<file path="config.mk">
export PLATFORM = sky130hd
export DESIGN_NAME = booth_iter_counter_flat
export DESIGN_NICKNAME = d
export VERILOG_FILES = /design/src/rtl/booth_iter_counter_if.sv /design/src/rtl/booth_iter_counter.sv /design/src/flat_wrapper.sv
export SDC_FILE = /design/constraint.sdc
export NUM_CORES = 1
export LEC_CHECK = 0
export CELL_PAD_IN_SITES_DETAIL_PLACEMENT = 1
export CELL_PAD_IN_SITES_GLOBAL_PLACEMENT = 1
export CORE_UTILIZATION = 34
export CTS_BUF_LIST = sky130_fd_sc_hd__clkbuf_16
export CTS_CLUSTER_DIAMETER = 150
export DETAILED_ROUTE_END_ITERATION = 10
export GPL_ROUTABILITY_DRIVEN = 0
export HOLD_SLACK_MARGIN = 0.03
export PLACE_DENSITY = 0.78
export SLEW_MARGIN = 5
export SYNTH_ARGS = -nofsm -noshare
export SYNTH_HDL_FRONTEND = slang
export SYNTH_SLANG_ARGS = --single-unit
</file>
<file path="constraint.sdc">
create_clock -name clk -period 2.1 [get_ports clk]
set_clock_uncertainty 0.2 [all_clocks]
set_input_delay 0.42 -clock clk [delete_from_list [all_inputs] [get_ports clk]]
set_output_delay 0.42 -clock clk [all_outputs]
set_load 0.02 [all_outputs]
</file>
<file path="src/rtl/booth_iter_counter_if.sv">
// Control/status bundle between the Booth control FSM and the iteration counter.
//   master : control FSM side, drives start/abort/step/dir/term and
//            observes count/busy/last/done.
//   slave  : counter side, the mirror of master.
//   start  : launch a run (sampled only when the counter is idle or done)
//   abort  : cancel a run in progress, no done pulse
//   step   : advance-count strobe, effective only while running
//   dir    : 0 = count up 0..term, 1 = count down term..0 (captured on start)
//   term   : terminal value, i.e. number of steps minus 1 (captured on start)
//   count  : current iteration index
//   busy   : run in progress
//   last   : the current step is the final one of the run
//   done   : one-cycle pulse after the final step
interface booth_iter_counter_if #(
  parameter int WIDTH = 3
);
  logic             start;
  logic             abort;
  logic             step;
  logic             dir;
  logic [WIDTH-1:0] term;
  logic [WIDTH-1:0] count;
  logic             busy;
  logic             last;
  logic             done;

  modport master (
    output start, abort, step, dir, term,
    input  count, busy, last, done
  );

  modport slave (
    input  start, abort, step, dir, term,
    output count, busy, last, done
  );
endinterface

</file>
<file path="src/rtl/booth_iter_counter.sv">
// Iteration counter/sequencer for the Booth multiplier loop.
// A start launches a run of (term+1) accepted steps, counting up from 0 to
// term or down from term to 0. busy/last/done frame the loop; abort cancels.
//   clk   : clock, rising edge
//   rst_n : asynchronous active-low reset
//   bus   : control/status bundle (slave side), see booth_iter_counter_if
module booth_iter_counter #(
  parameter int WIDTH = 3
) (
  input  logic                clk,
  input  logic                rst_n,
  booth_iter_counter_if.slave bus
);

  typedef enum logic [1:0] {
    IDLE = 2'd0,
    RUN  = 2'd1,
    DONE = 2'd2
  } state_t;

  localparam logic [WIDTH-1:0] ONE = WIDTH'(1);

  state_t           state_reg, state_next;
  logic [WIDTH-1:0] count_reg, count_next;
  logic [WIDTH-1:0] term_reg, term_next;
  logic             dir_reg, dir_next;
  logic [WIDTH-1:0] end_val;

  // The count stops at the end value instead of stepping past it, so a
  // full-range term never overflows.
  assign end_val = dir_reg ? '0 : term_reg;

  always_ff @(posedge clk or negedge rst_n) begin
    if (!rst_n) begin
      state_reg <= IDLE;
      count_reg <= '0;
      term_reg  <= '0;
      dir_reg   <= 1'b0;
    end else begin
      state_reg <= state_next;
      count_reg <= count_next;
      term_reg  <= term_next;
      dir_reg   <= dir_next;
    end
  end

  always_comb begin
    state_next = state_reg;
    count_next = count_reg;
    term_next  = term_reg;
    dir_next   = dir_reg;
    unique case (state_reg)
      // DONE behaves like IDLE for start, which allows back-to-back runs.
      IDLE, DONE: begin
        if (bus.start) begin
          state_next = RUN;
          term_next  = bus.term;
          dir_next   = bus.dir;
          count_next = bus.dir ? bus.term : '0;
        end else begin
          state_next = IDLE;
        end
      end
      RUN: begin
        if (bus.abort) begin
          state_next = IDLE;
          count_next = '0;
        end else if (bus.step) begin
          if (count_reg == end_val) begin
            state_next = DONE;
          end else begin
            count_next = dir_reg ? (count_reg - ONE) : (count_reg + ONE);
          end
        end
      end
      default: begin
        state_next = IDLE;
      end
    endcase
  end

  // All outputs decode registered state only: no input-to-output path.
  assign bus.count = count_reg;
  assign bus.busy  = (state_reg == RUN);
  assign bus.done  = (state_reg == DONE);
  assign bus.last  = (state_reg == RUN) && (count_reg == end_val);

endmodule

</file>
<file path="src/flat_wrapper.sv">
// flat-port wrapper written by rule: the top's interface ports become plain ports
module booth_iter_counter_flat 
#(
  parameter int WIDTH = 3
)
  (clk, rst_n, bus_start, bus_abort, bus_step, bus_dir, bus_term, bus_count, bus_busy, bus_last, bus_done);
  booth_iter_counter_if #(.WIDTH(WIDTH)) bus_i ();
  input  logic clk;
  input  logic rst_n;
  input wire logic [$bits(bus_i.start)-1:0] bus_start;
  input wire logic [$bits(bus_i.abort)-1:0] bus_abort;
  input wire logic [$bits(bus_i.step)-1:0] bus_step;
  input wire logic [$bits(bus_i.dir)-1:0] bus_dir;
  input wire logic [$bits(bus_i.term)-1:0] bus_term;
  output wire logic [$bits(bus_i.count)-1:0] bus_count;
  output wire logic [$bits(bus_i.busy)-1:0] bus_busy;
  output wire logic [$bits(bus_i.last)-1:0] bus_last;
  output wire logic [$bits(bus_i.done)-1:0] bus_done;
  assign bus_i.start = bus_start;
  assign bus_i.abort = bus_abort;
  assign bus_i.step = bus_step;
  assign bus_i.dir = bus_dir;
  assign bus_i.term = bus_term;
  assign bus_count = bus_i.count;
  assign bus_busy = bus_i.busy;
  assign bus_last = bus_i.last;
  assign bus_done = bus_i.done;
  booth_iter_counter #(.WIDTH(WIDTH)) u_core (.clk(clk), .rst_n(rst_n), .bus(bus_i));
endmodule
</file>
Word level (Yosys, flattened, before mapping)
Index checks and enable logic that the tools add are counted.
{"block": "totals", "input_bits": 9, "word_cells": 33, "regBits": 9, "out_inout_bits": 6}
{"block": "classes", "add_sub_neg": 2, "muxes": 13, "reduce_logical": 7, "eq_ne": 7}
{"cell": "$mux W3", "count": 7}
{"cell": "$mux W2", "count": 3}
{"cell": "$ne A3 B3 Y1 const B", "count": 2}
{"cell": "$pmux W3 S2", "count": 1}
{"cell": "$pmux W2 S2", "count": 1}
{"cell": "$reduce_and A2 Y1", "count": 2}
{"cell": "$reduce_and A4 Y1", "count": 1}
{"cell": "$add A3 B1 Y3 const B", "count": 1}
{"cell": "$eq A3 B3 Y1", "count": 1}
{"cell": "$ne A3 B2 Y1 const B", "count": 1}
{"cell": "$sub A3 B1 Y3 const B", "count": 1}
{"cell": "$eq A2 B1 Y1 const B", "count": 1}
{"cell": "$eq A2 B2 Y1 const B", "count": 1}
{"cell": "$logic_not A2 Y1", "count": 1}
{"cell": "$ne A2 B2 Y1 const B", "count": 1}
{"cell": "$reduce_bool A2 Y1", "count": 1}
{"cell": "$reduce_or A2 Y1", "count": 1}
{"cell": "$logic_and A1 B1 Y1", "count": 1}
{"cell": "$mux W1", "count": 1}

Depth between registers and ports, before layout
Gate-level depths: netlist of run 1.
{"block": "logic_depth", "word_depth": 6, "depth_mapped": 6}

Least setup slack after synthesis of run 1
Ideal clock, no wire load.
{"block": "synth_path", "kind": "register to output", "from": "reg u_core.count_reg[0] (netlist: u_core.bus.count[0])", "to": "out bus_last", "t_arrival_ns": 1.416, "t_required_ns": 1.480, "slack_ns": 0.064, "stages_incl_launch_ff": 5, "n_path_buf": 0, "path_cell_list": "dfrtp_1 -> nand4bb_1 -> o22a_2 -> a21oi_2 -> and2_2"}
{"block": "synth_between", "elab_chain_len": 2}
{"element": "start: declaration", "line": "booth_iter_counter.sv:24", "source": "logic [WIDTH-1:0] count_reg, count_next;"}
{"element": "start signal: assignment", "line": "booth_iter_counter.sv:41", "source": "count_reg <= count_next;"}
{"element": "$eq A3 B3 Y1", "line": "booth_iter_counter.sv:86", "source": "assign bus.last = (state_reg == RUN) && (count_reg == end_val);"}
{"element": "$logic_and A1 B1 Y1", "line": "booth_iter_counter.sv:86"}
{"element": "end: declaration", "line": "flat_wrapper.sv:17", "source": "output wire logic [$bits(bus_i.last)-1:0] bus_last;"}
Every way passes these cells.

Final worst setup path of run 1
{"block": "layout_path", "from": "reg u_core.term_reg[0]", "to": "out bus_last"}
{"block": "layout_between", "elab_chain_len": 3}
{"element": "start: declaration", "line": "booth_iter_counter.sv:25", "source": "logic [WIDTH-1:0] term_reg, term_next;"}
{"element": "start signal: assignment", "line": "booth_iter_counter.sv:42", "source": "term_reg <= term_next;"}
{"element": "$mux W3", "line": "booth_iter_counter.sv:31", "source": "assign end_val = dir_reg ? '0 : term_reg;"}
{"element": "$eq A3 B3 Y1", "line": "booth_iter_counter.sv:86"}
{"element": "$logic_and A1 B1 Y1", "line": "booth_iter_counter.sv:86"}
Every way passes these cells.

==> summary.md, run 1 <==
| Metric | Value |
|---|---|
| Placed Instance Area | 896 um^2 |
| Worst IR Drop VDD | 0.757 mV |
| Worst setup path start | u_core.term_reg[0]$_DFFE_PN0N_ |
| Netlist cell types | 29 |
| Largest net degree at the start of global routing | 10 |
| Die Wd | 44.3 um |
| Crit path time final | 2.11 ns |
| Clk sinks | 9 |
| Reg2Reg Depth | 6 |
| Register bit total from synthesis | 9 |
| Buffers on Ports | 14 |
| Ratio of cells with drive above 1 in the final layout | 30.0% |
| CP Data Arrival Time | 1.49 ns |
| Clock root buffer | clkbuf_16 |
| IO Pins | 15 |
| Setup TNS | -0.0101 ns |
| Register area share after synthesis | 37.0% |
| RSZ-0062 raised after global routing | yes |
| Min-Delay Path Depth | 2 |
| Clk_lat worst skew | 0.23 ns |
| Endpoint class of the critical path | output pin |
| R2r startpoint | u_core.bus.count[0]$_DFFE_PN0P_ |
| CTS tree | done |
| Cell area after synthesis | 609 um^2 |
| Antenna diode count | 0 |
| DRT Pass-1 Iters | 4 |
| GRT overflow | 0 |
| CP startpoint kind | flip-flop |
| DIE AREA | 0.00197 mm^2 |
| Fin crit share | 100% |
| Die Y | 44.3 um |
| Slowest cell on the critical path | dfrtp_1 |
| Drt via density | 5.38 |
| Ys Warns | 0 |
| Hold Path End | u_core.term_reg[1]$_DFFE_PN0N_ |
| Total power | 1520 uW |
| First DRT Iteration DRCs | 8 |
| Final setup viols | 1 |
| Final-stage net count | 121 |
| Fmax | 474 MHz |
| First-pass GRT wire length | 3820 um |
| Total GRT Usage | 27.9% |
| Failing checks | setup timing |
| DRC Markers | 0 |
| Routed via count | 721 |
| Endpoints failing hold | 0 |
| Maxcap violations | 0 |
| Hold Path Class | reg2reg |
| Synth Area per Inst | 8.12 um^2 |
| Post-Syn Nets | 85 |
| Area of the multi-input gates | 398 um^2 |
| Hold_buf cts | 0 |
| Fillers | 184 |
| Post-synthesis cell count | 75 |
| Final WS setup | -0.0101 ns |
| Reg-to-reg endpoint | u_core.bus.count[2]$_DFFE_PN0P_ |
| Tightest Pin Transition | 0.453 ns |
| Max_slew headroom | 69.7% |
| Vias in the first global route | 778 |
| Hold_ws | 0.286 ns |
| Hpwl dp | 1630 um |
| Core area | 0.00159 mm^2 |
| Post-route cell area | 0.00101 mm^2 |
| Setup slack, reg-to-reg | 0.06 ns |
| Max Fanout on Critical Path | 2 |
| Routed Antenna Nets | 0 |
| Hold Path Origin | u_core.term_reg[1]$_DFFE_PN0N_ |
| Status | finished with violations |
| H-tree depth | 1 |
| Initial Util | 38.2% |
| Pwr dens | 1500 mW/mm^2 |
| WL final | 2410 um |
| Cell Rows | 14 |
| CTS buffer count | 3 |
| Storage cell area | 225 um^2 |
| Antenna violations before repair | 0 |
| CP cell instances | nand4bb_1 -> o22a_2 -> a21oi_4 -> and2_4 -> buf_6 |
| Wirelength per Cell | 18.0 um |
| CTS Buffer Depth | 2 |
| Area grow syn2layout | 66.5% |
| P_leak | 0.000484 uW |
| Slowest Stage Delay on Critical Path | 0.38 ns |
| Clock transition at the registers of the reported paths | 0.04 ns |
| Critical Path RT | 1.48 ns |
| Slew Limit Fails | 0 |
| Kind of critical path | reg2out |
[cells by family after synthesis]
family / Yosys count / synth area share, %
buffers and inverters: 3 / 1.85
AO/OA/AOI/OAI: 13 / 15.4
XOR/XNOR: 3 / 4.31
multiplexers: 1 / 1.64
flip-flops: 9 / 37.0
AND/OR/NAND/NOR: 45 / 36.6
adder cells (fa/ha/maj): 1 / 3.29
[power breakdown]
group | total, uW | switching [uW] | internal, uW
Sequential | 299 | 61.1 | 238
Clock | 332 | 83.2 | 249
Combinational | 894 | 466 | 428
[synth_stat cells (all sizes together)]
| cell | instances | area share [%] |
|---|---|---|
| a211oi | 1 | 1.2 |
| a21o | 1 | 1.4 |
| a21oi | 4 | 3.9 |
| a31oi | 2 | 2.1 |
| and2 | 1 | 1.2 |
| and3 | 2 | 2.3 |
| clkbuf | 1 | 0.62 |
| dfrtp | 9 | 37 |
| fa | 1 | 3.3 |
| inv | 2 | 1.2 |
| mux2i | 1 | 1.6 |
| nand2 | 19 | 12 |
| nand2b | 2 | 2.1 |
| nand3 | 7 | 5.7 |
| nand3b | 1 | 1.2 |
| nand4bb | 1 | 1.8 |
| nor2 | 6 | 3.7 |
| nor2b | 3 | 3.1 |
| o211ai | 1 | 1.2 |
| o21ai | 1 | 0.82 |
| o21bai | 1 | 1.2 |
| o22a | 1 | 1.6 |
| o311a | 1 | 1.8 |
| or2b | 1 | 1.4 |
| or3 | 1 | 1.0 |
| or4 | 1 | 1.2 |
| xor2 | 3 | 4.3 |
[placed cells by master (no fill, tap or decap), types with 2 or more instances in the layout]
cell             Yosys  layout
nand3_1              7       7
inv_1                2       3
nor2_1               6       6
buf_4                0      18
xor2_1               3       2
clkdlybuf4s50_1      0      12
nand2_1             19      19
nor2b_1              3       2
a31oi_1              2       2
dfrtp_1              9       9
clkbuf_16            0       3
nand2b_1             2       2
a21oi_1              3       3
[layout make-up]
class,instances,area share [%]
multi-input combinational,63,39.2
inverter,2,0.740
clock inverter,1,0.370
clock buffer,3,7.40
tap,24,2.96
sequential,9,22.2
timing repair buffer,32,27.1
[routing by layer]
| layer | vias up | GRT usage, % | part of all wire (%) |
|---|---|---|---|
| met3 | 6 | 5.31 | 3.2 |
| met4 | 0 | 7.88 | 1.9 |
| met2 | 19 | 52.9 | 54 |
| met5 | - | 0 | 0 |
| li1 | 329 | - | - |
| met1 | 367 | 31.3 | 41 |
[worst max-delay path, delay by kind of cell, from the launching register on]
kind,cells,cell delay (ns)
AO/OA/AOI/OAI,2,0.41
flip-flops,1,0.38
AND/OR/NAND/NOR,2,0.37
buffers and inverters,1,0.11
[repair_timing]
item                       CTS  global route
gates resized for setup     10             3
hold endpoints to repair     0             0
setup endpoints to repair    2             3
setup buffers                1             1
pin swaps                    4             3
[worst max-delay path by stage]
| stage | endpoint | slack (ns) | depth (start not counted) |
|---|---|---|---|
| after floorplan | bus_last | 0.06 | 4 |
| after global placement | bus_last | -0.18 | 5 |
| after detailed placement | bus_last | -0.24 | 5 |
| after CTS | bus_last | -0.01 | 5 |
| after global routing | bus_last | -0.06 | 5 |
| final | bus_last | -0.01 | 5 |
[metrics by stage]
stage / util [%] / setup slack (ns) / cells
floorplan: - / 0.0638 / 75
global placement: 56.2 / -0.180 / 128
detailed placement: 56.2 / -0.245 / 128
CTS: 62.1 / -0.0132 / 133
global route: 63.7 / -0.0600 / 134
finish: 63.7 / -0.0101 / 134
Note: power is estimated with default switching activity, not from simulation.
==> inputs of run 2 (changes only) <==
CELL_PAD_IN_SITES_DETAIL_PLACEMENT = not set   (was 1)
CELL_PAD_IN_SITES_GLOBAL_PLACEMENT = not set   (was 1)
CORE_UTILIZATION = 46   (was 34)
PLACE_DENSITY = 0.77   (was 0.78)
==> run 2 against run 1 <==
Compared with the run above:
- worst hold slack worse by 0.014 ns
- critical path depth unchanged
- sequential cell count is the same
- the run still ends with setup timing left
- global-route usage grew 1.3 points
- register-to-register slack improved by 0.02 ns
- die area shrank 25%
- routed wire length down 30%
- critical endpoint unchanged
- via count shrank 9.4%
- total power fell by 8.4%
- critical path type unchanged
- highest routed layer unchanged
- design area down 5.8%
- fmax shrank 0.25%
- largest power group unchanged
- clock power is essentially flat
==> summary.md, run 2 (synthesis gave the netlist of run 1 again) <==
| Metric | Value |
|---|---|
| Wirelength per Cell | 14.2 um (-21%) |
| NetSw | 527 uW (-14%) |
| Met3 Usage GRT | 7.56% (+2.3 points) |
| Met1 Resource Use GR | 32.7% (+1.4 points) |
| R2r startpoint | u_core.dir_reg$_DFFE_PN0N_ |
| Endpoints failing hold | 0 (unchanged) |
| CP cell instances | nand4bb_1 -> o22a_2 -> a21oi_2 -> and2_4 -> buf_6 |
| Die Wd | 38.4 um (-13%) |
| Die Y | 38.4 um (-13%) |
| Fmax | 473 MHz (-0.25%) |
| DRC Markers | 0 (unchanged) |
| WL final | 1690 um (-30%) |
| Area of the multi-input gates | 387 um^2 (-2.8%) |
| Failing checks | setup timing |
| Max Fanout on Critical Path | 2 (unchanged) |
| Tightest Pin Transition | 0.446 ns (-0.00618 ns) |
| Pwr dens | 1460 mW/mm^2 (-2.8%) |
| Crit path time final | 2.12 ns (+0.00538 ns) |
| Final Util | 81.6% (+18 points) |
| Antenna diode count | 0 (unchanged) |
| Storage cell area | 225 um^2 (unchanged) |
| P_leak | 0.000474 uW (-2.2%) |
| Core area | 0.00117 mm^2 (-27%) |
| Max_slew headroom | 70.1% (+0.41 points) |
| GRT overflow | 0 (unchanged) |
| Part of the power in the clock network | 23.9% (+2.1 points) |
| Setup WS pre-CTS | -0.256 ns (-0.0116 ns) |
| Hold_ws | 0.272 ns (-0.0140 ns) |
| Endpoint class of the critical path | output pin |
| Drt via density | 5.49 (+2.0%) |
| Buffers on Ports | 14 (unchanged) |
| CTS tree | done |
| Maxcap violations | 0 (unchanged) |
| Worst IR Drop VDD | 1.15 mV (+52%) |
| Routed Antenna Nets | 0 (unchanged) |
| Final setup viols | 1 (unchanged) |
| Cell Rows | 12 (-2) |
| Slowest Stage Delay on Critical Path | 0.37 ns (about the same) |
| CP Data Arrival Time | 1.50 ns (about the same) |
| Logic gate share of total power | 55.3% (-3.3 points) |
| Slew Limit Fails | 0 (unchanged) |
| Sw frac | 37.8% (-2.2 points) |
| Clk_lat worst skew | 0.23 ns (about the same) |
| Clock transition at the registers of the reported paths | 0.04 ns (about the same) |
| Fin crit share | 101% (+0.26 points) |
| First DRT Iteration DRCs | 15 (+7) |
| Final WS setup | -0.0155 ns (-0.00538 ns) |
| CTS Buffer Depth | 2 (unchanged) |
| Kind of critical path | reg2out |
| Setup TNS | -0.0155 ns (-0.00538 ns) |
| Antenna violations before repair | 0 (unchanged) |
| CP startpoint kind | flip-flop |
| Total GRT Usage | 29.3% (+1.3 points) |
| Final-stage net count | 116 (-4.1%) |
| Hold_buf cts | 0 (unchanged) |
| Hpwl dp | 1260 um (-23%) |
| First-pass GRT wire length | 2790 um (-27%) |
| IO Pins | 15 (unchanged) |
| Ratio of cells with drive above 1 in the final layout | 25.7% (-4.3 points) |
| Routed via count | 653 (-9.4%) |
| GRT Max-Usage Layer | met2 |
| Initial Util | 52.0% (+14 points) |
| Reg power frac | 20.9% (+1.3 points) |
| Fillers | 70 (-62%) |
| Worst setup path start | u_core.term_reg[0]$_DFFE_PN0N_ |
| DRT Pass-1 Iters | 4 (unchanged) |
| Largest net degree at the start of global routing | 10 (unchanged) |
| Most frequent cells in the layout | nand2_1, buf_4, clkdlybuf4s50_1 |
| Clk sinks | 9 (unchanged) |
| Vias in the first global route | 669 (-14%) |
| CTS buffer count | 3 (unchanged) |
| Hold Path Class | reg2reg |
| RSZ-0062 raised after global routing | yes |
| Hold Path Origin | u_core.term_reg[1]$_DFFE_PN0N_ |
| DIE AREA | 0.00147 mm^2 (-25%) |
| Int Pwr | 869 uW (-5.0%) |
| Clock root buffer | clkbuf_16 |
| Most common cell after layout, fill and taps aside | nand2_1 |
| Met2 Track Usage GR | 49.6% (-3.4 points) |
| Status | finished with violations |
| Slowest cell on the critical path | dfrtp_1 |
| Critical Path RT | 1.48 ns (about the same) |
| Area grow syn2layout | 56.9% |
| H-tree depth | 1 (unchanged) |
run 2: power by group through the flow:
stage          clock (uW)  combinational, uW  sequential [uW]
2_1_floorplan           0                354              336
3_3_place_gp            0                696              284
3_5_place_dp            0                713              292
4_1_cts               331                745              292
5_1_grt               348                839              300
6_report              333                772              291
run 2: through the flow:
| stage | power [uW] | area, um^2 | instances |
|---|---|---|---|
| after floorplan | 690 | 609 | 75 |
| final | 1400 | 956 | 119 |
| after CTS | 1370 | 942 | 119 |
| after detailed placement | 1010 | 853 | 114 |
| after global routing | 1490 | 956 | 119 |
| after global placement | 979 | 853 | 114 |
run 2: per-layer routing:
| layer | routed length [um] | vias to the layer above |
|---|---|---|
| li1 | - | 319 |
| met1 | 691 | 298 |
| met2 | 855 | 30 |
| met4 | 55 | 0 |
| met5 | 0 | - |
| met3 | 88 | 6 |
run 2: path summary, 6_finish.rpt:
check,cells after the start,slack [ns],to
max,5,-0.02,bus_last
max in group asynchronous,1,1.09,u_core.state_reg[0]$_DFFE_PN0P_
max reg2reg,7,0.08,u_core.bus.count[0]$_DFFE_PN0P_
min in group asynchronous,1,0.30,u_core.bus.count[1]$_DFFE_PN0P_
min,2,0.27,u_core.term_reg[1]$_DFFE_PN0N_
min reg2reg,2,0.27,u_core.term_reg[1]$_DFFE_PN0N_
run 2: layout make-up:
class,count,area share (%)
multi-input cells,63,40.4
repair buffers,27,25.1
flip-flops and latches,9,23.6
clock buffers,3,7.85
well taps,14,1.83
inverters,2,0.785
clock inverters,1,0.393
run 2: worst max-delay path, delay by kind of cell, from the launching register on:
kind	cells	cell delay, ns
buffers and inverters	1	0.10
AOI/OAI and AO/OA	2	0.43
and+or+nand+nor	2	0.36
DFF	1	0.37
run 2: timing repair:
action / 4_1_cts / 5_1_grt
buffers inserted: 1 / 0
setup endpoints to repair: 2 / 3
pin swaps: 1 / 1
resized for setup: 8 / 4
==> inputs of run 3 (changes only) <==
ABC_CLOCK_PERIOD_IN_PS = 2100   (was not set)
CORE_MARGIN = 5   (was not set)
REMOVE_ABC_BUFFERS = 1   (was not set)
==> run 3 against run 2 <==
Compared with the run above:
- the flow still finishes with violations (setup timing)
- clock power is 1% lower
- sequential cell count stayed put
- register-to-register slack better by 0.02 ns
- routed wire length is 3.6% higher
- sequential share of layout area is 0.51 points lower
- cell count is 1.7% higher
- total power is 4.0% higher
- critical endpoint unchanged
- largest cell class unchanged
- largest power group unchanged
==> summary.md, run 3 (synthesis gave the netlist of run 1 again) <==
| Metric | Value |
|---|---|
| Initial Util | 48.0% (-4.0 points) |
| Hold_ws | 0.286 ns (+0.0138 ns) |
| Int Pwr | 899 uW (+3.5%) |
| First DRT Iteration DRCs | 16 (+1) |
| Ratio of cells with drive above 1 in the final layout | 27.4% (+1.6 points) |
| Most frequent cells in the layout | nand2_1, buf_4, clkdlybuf4s50_1 |
| Final-stage net count | 117 (+0.86%) |
| DRT Pass-1 Iters | 4 (unchanged) |
| Fmax | 470 MHz (-0.50%) |
| GRT overflow | 0 (unchanged) |
| Failing checks | setup timing |
| Reg2Reg Depth | 6 (-1) |
| Largest net degree at the start of global routing | 10 (unchanged) |
| Worst IR Drop VDD | 1.03 mV (-10%) |
| Tightest Pin Transition | 0.413 ns (-0.0340 ns) |
| Die Wd | 46.4 um (+21%) |
| Critical Path RT | 1.48 ns (about the same) |
| CTS Buffer Depth | 2 (unchanged) |
| Clock transition at the registers of the reported paths | 0.04 ns (about the same) |
| Clk sinks | 9 (unchanged) |
| Slew Limit Fails | 0 (unchanged) |
| Fin crit share | 101% (+0.51 points) |
| Core area | 0.00127 mm^2 (+8.3%) |
| Crit path time final | 2.13 ns (+0.0107 ns) |
| Non-Filler Instances | 121 (+1.7%) |
| Placed Instance Area | 870 um^2 (+1.9%) |
| P_leak | 0.000475 uW (+0.21%) |
| Vias in the first global route | 643 (-3.9%) |
| Antenna violations before repair | 0 (unchanged) |
| CP Data Arrival Time | 1.51 ns (about the same) |
| Endpoints failing hold | 0 (unchanged) |
| Maxcap violations | 0 (unchanged) |
| Area grow syn2layout | 60.4% |
| Setup slack, reg-to-reg | 0.10 ns (+0.02 ns) |
| Final setup viols | 1 (unchanged) |
| Endpoint class of the critical path | output pin |
| Routed Antenna Nets | 0 (unchanged) |
| Placed insts | 117 (+2.6%) |
| Hold Path Class | in2async |
| NetSw | 552 uW (+4.6%) |
| DIE AREA | 0.00215 mm^2 (+46%) |
| Routed via count | 665 (+1.8%) |
| First-pass GRT wire length | 2900 um (+4.0%) |
| Wirelength per Cell | 14.5 um (+1.9%) |
| Drt via density | 5.50 (+0.15%) |
| Max Fanout on Critical Path | 5 (+3) |
| CP startpoint kind | flip-flop |
| Antenna diode count | 0 (unchanged) |
| Clk_lat worst skew | 0.23 ns (about the same) |
| DRC Markers | 0 (unchanged) |
| Clock root buffer | clkbuf_16 |
| WL final | 1750 um (+3.6%) |
| Hpwl dp | 1170 um (-6.7%) |
| R2r startpoint | u_core.bus.count[0]$_DFFE_PN0P_ |
| Pwr dens | 1490 mW/mm^2 (+1.7%) |
| H-tree depth | 1 (unchanged) |
| Status | finished with violations |
| Post-route cell area | 977 um^2 (+2.2%) |
| CTS tree | done |
| Kind of critical path | reg2out |
| CTS buffer count | 3 (unchanged) |
| Cell Rows | 13 (+1) |
| Reg-to-reg endpoint | u_core.bus.count[1]$_DFFE_PN0P_ |
| Final WS setup | -0.0262 ns (-0.0107 ns) |
| Most common cell after layout, fill and taps aside | nand2_1 |
| RSZ-0062 raised after global routing | yes |
| Sw frac | 38.0% (+0.25 points) |
| Max_slew headroom | 72.4% (+2.3 points) |
| Total GRT Usage | 19.5% (-9.7 points) |
| Final Util | 77.0% (-4.6 points) |
| Logic gate share of total power | 57.1% (+1.8 points) |
| Die Y | 46.4 um (+21%) |
| Reg power frac | 20.2% (-0.7 points) |
| Part of the power in the clock network | 22.7% (-1.2 points) |
| Buffers on Ports | 14 (unchanged) |
| IO Pins | 15 (unchanged) |
[run 3: changes by cell type in the layout (fill, tap and decap cells not counted), sizes merged]
| cell | before | now |
|---|---|---|
| buf | 14 | 15 |
| dlygate4sd2 | 1 | 0 |
| clkdlybuf4s50 | 11 | 12 |
[run 3: area by class of cell]
| class | count | area [um^2] |
|---|---|---|
| clock buffer | 3 | 75.1 |
| clock inverter | 1 | 3.75 |
| fill | 93 | 292 |
| inverter | 2 | 7.51 |
| multi-input combinational | 63 | 398 |
| sequential | 9 | 225 |
| tap | 15 | 18.8 |
| timing repair buffer | 28 | 249 |
[run 3: worst max-delay path by stage]
stage,slack [ns],from,cells after the start,endpoint
CTS,-0.02,u_core.bus.count[0]$_DFFE_PN0P_,5,bus_last
detailed placement,-0.22,u_core.bus.count[2]$_DFFE_PN0P_,5,bus_last
floorplan,0.06,u_core.bus.count[0]$_DFFE_PN0P_,4,bus_last
global route,-0.08,u_core.bus.count[0]$_DFFE_PN0P_,5,bus_last
finish,-0.03,u_core.dir_reg$_DFFE_PN0N_,5,bus_last
global placement,-0.21,u_core.bus.count[2]$_DFFE_PN0P_,5,bus_last
[run 3: repair_timing]
| action | in CTS | in global routing |
|---|---|---|
| setup buffers | 0 | 0 |
| pin swaps | 1 | 1 |
| gates resized for setup | 6 | 7 |
| hold buffers | 0 | 0 |
| endpoints found under the setup margin | 1 | 4 |
[run 3: power by group through the flow]
| stage | Clock, uW | Sequential [uW] | Combinational (uW) |
|---|---|---|---|
| floorplan | 0 | 336 | 352 |
| global placement | 0 | 288 | 729 |
| detailed placement | 0 | 291 | 735 |
| CTS | 332 | 290 | 758 |
| global route | 343 | 301 | 909 |
| finish | 329 | 293 | 829 |
[run 3: layer usage]
metal,track usage (%),up-vias,part of all wire [%]
met5,0,-,0
met4,6.82,0,1.2
met3,3.52,2,4.9
met2,33.8,23,54
met1,23.9,313,40
li1,-,327,-
[run 3: per-stage QoR]
stage	setup slack (ns)	power, uW	setup TNS [ns]
global placement	-0.205	1020	-0.205
global route	-0.0848	1550	-0.0848
floorplan	0.0638	688	0
detailed placement	-0.220	1030	-0.220
CTS	-0.0173	1380	-0.0173
finish	-0.0262	1450	-0.0262
[run 3: worst max-delay path, stage by stage, from the launching register on]
cell      delay, ns
dfrtp_1        0.44
nand3b_1       0.19
o22a_2         0.23
a21oi_4        0.16
and2_4         0.16
buf_6          0.10
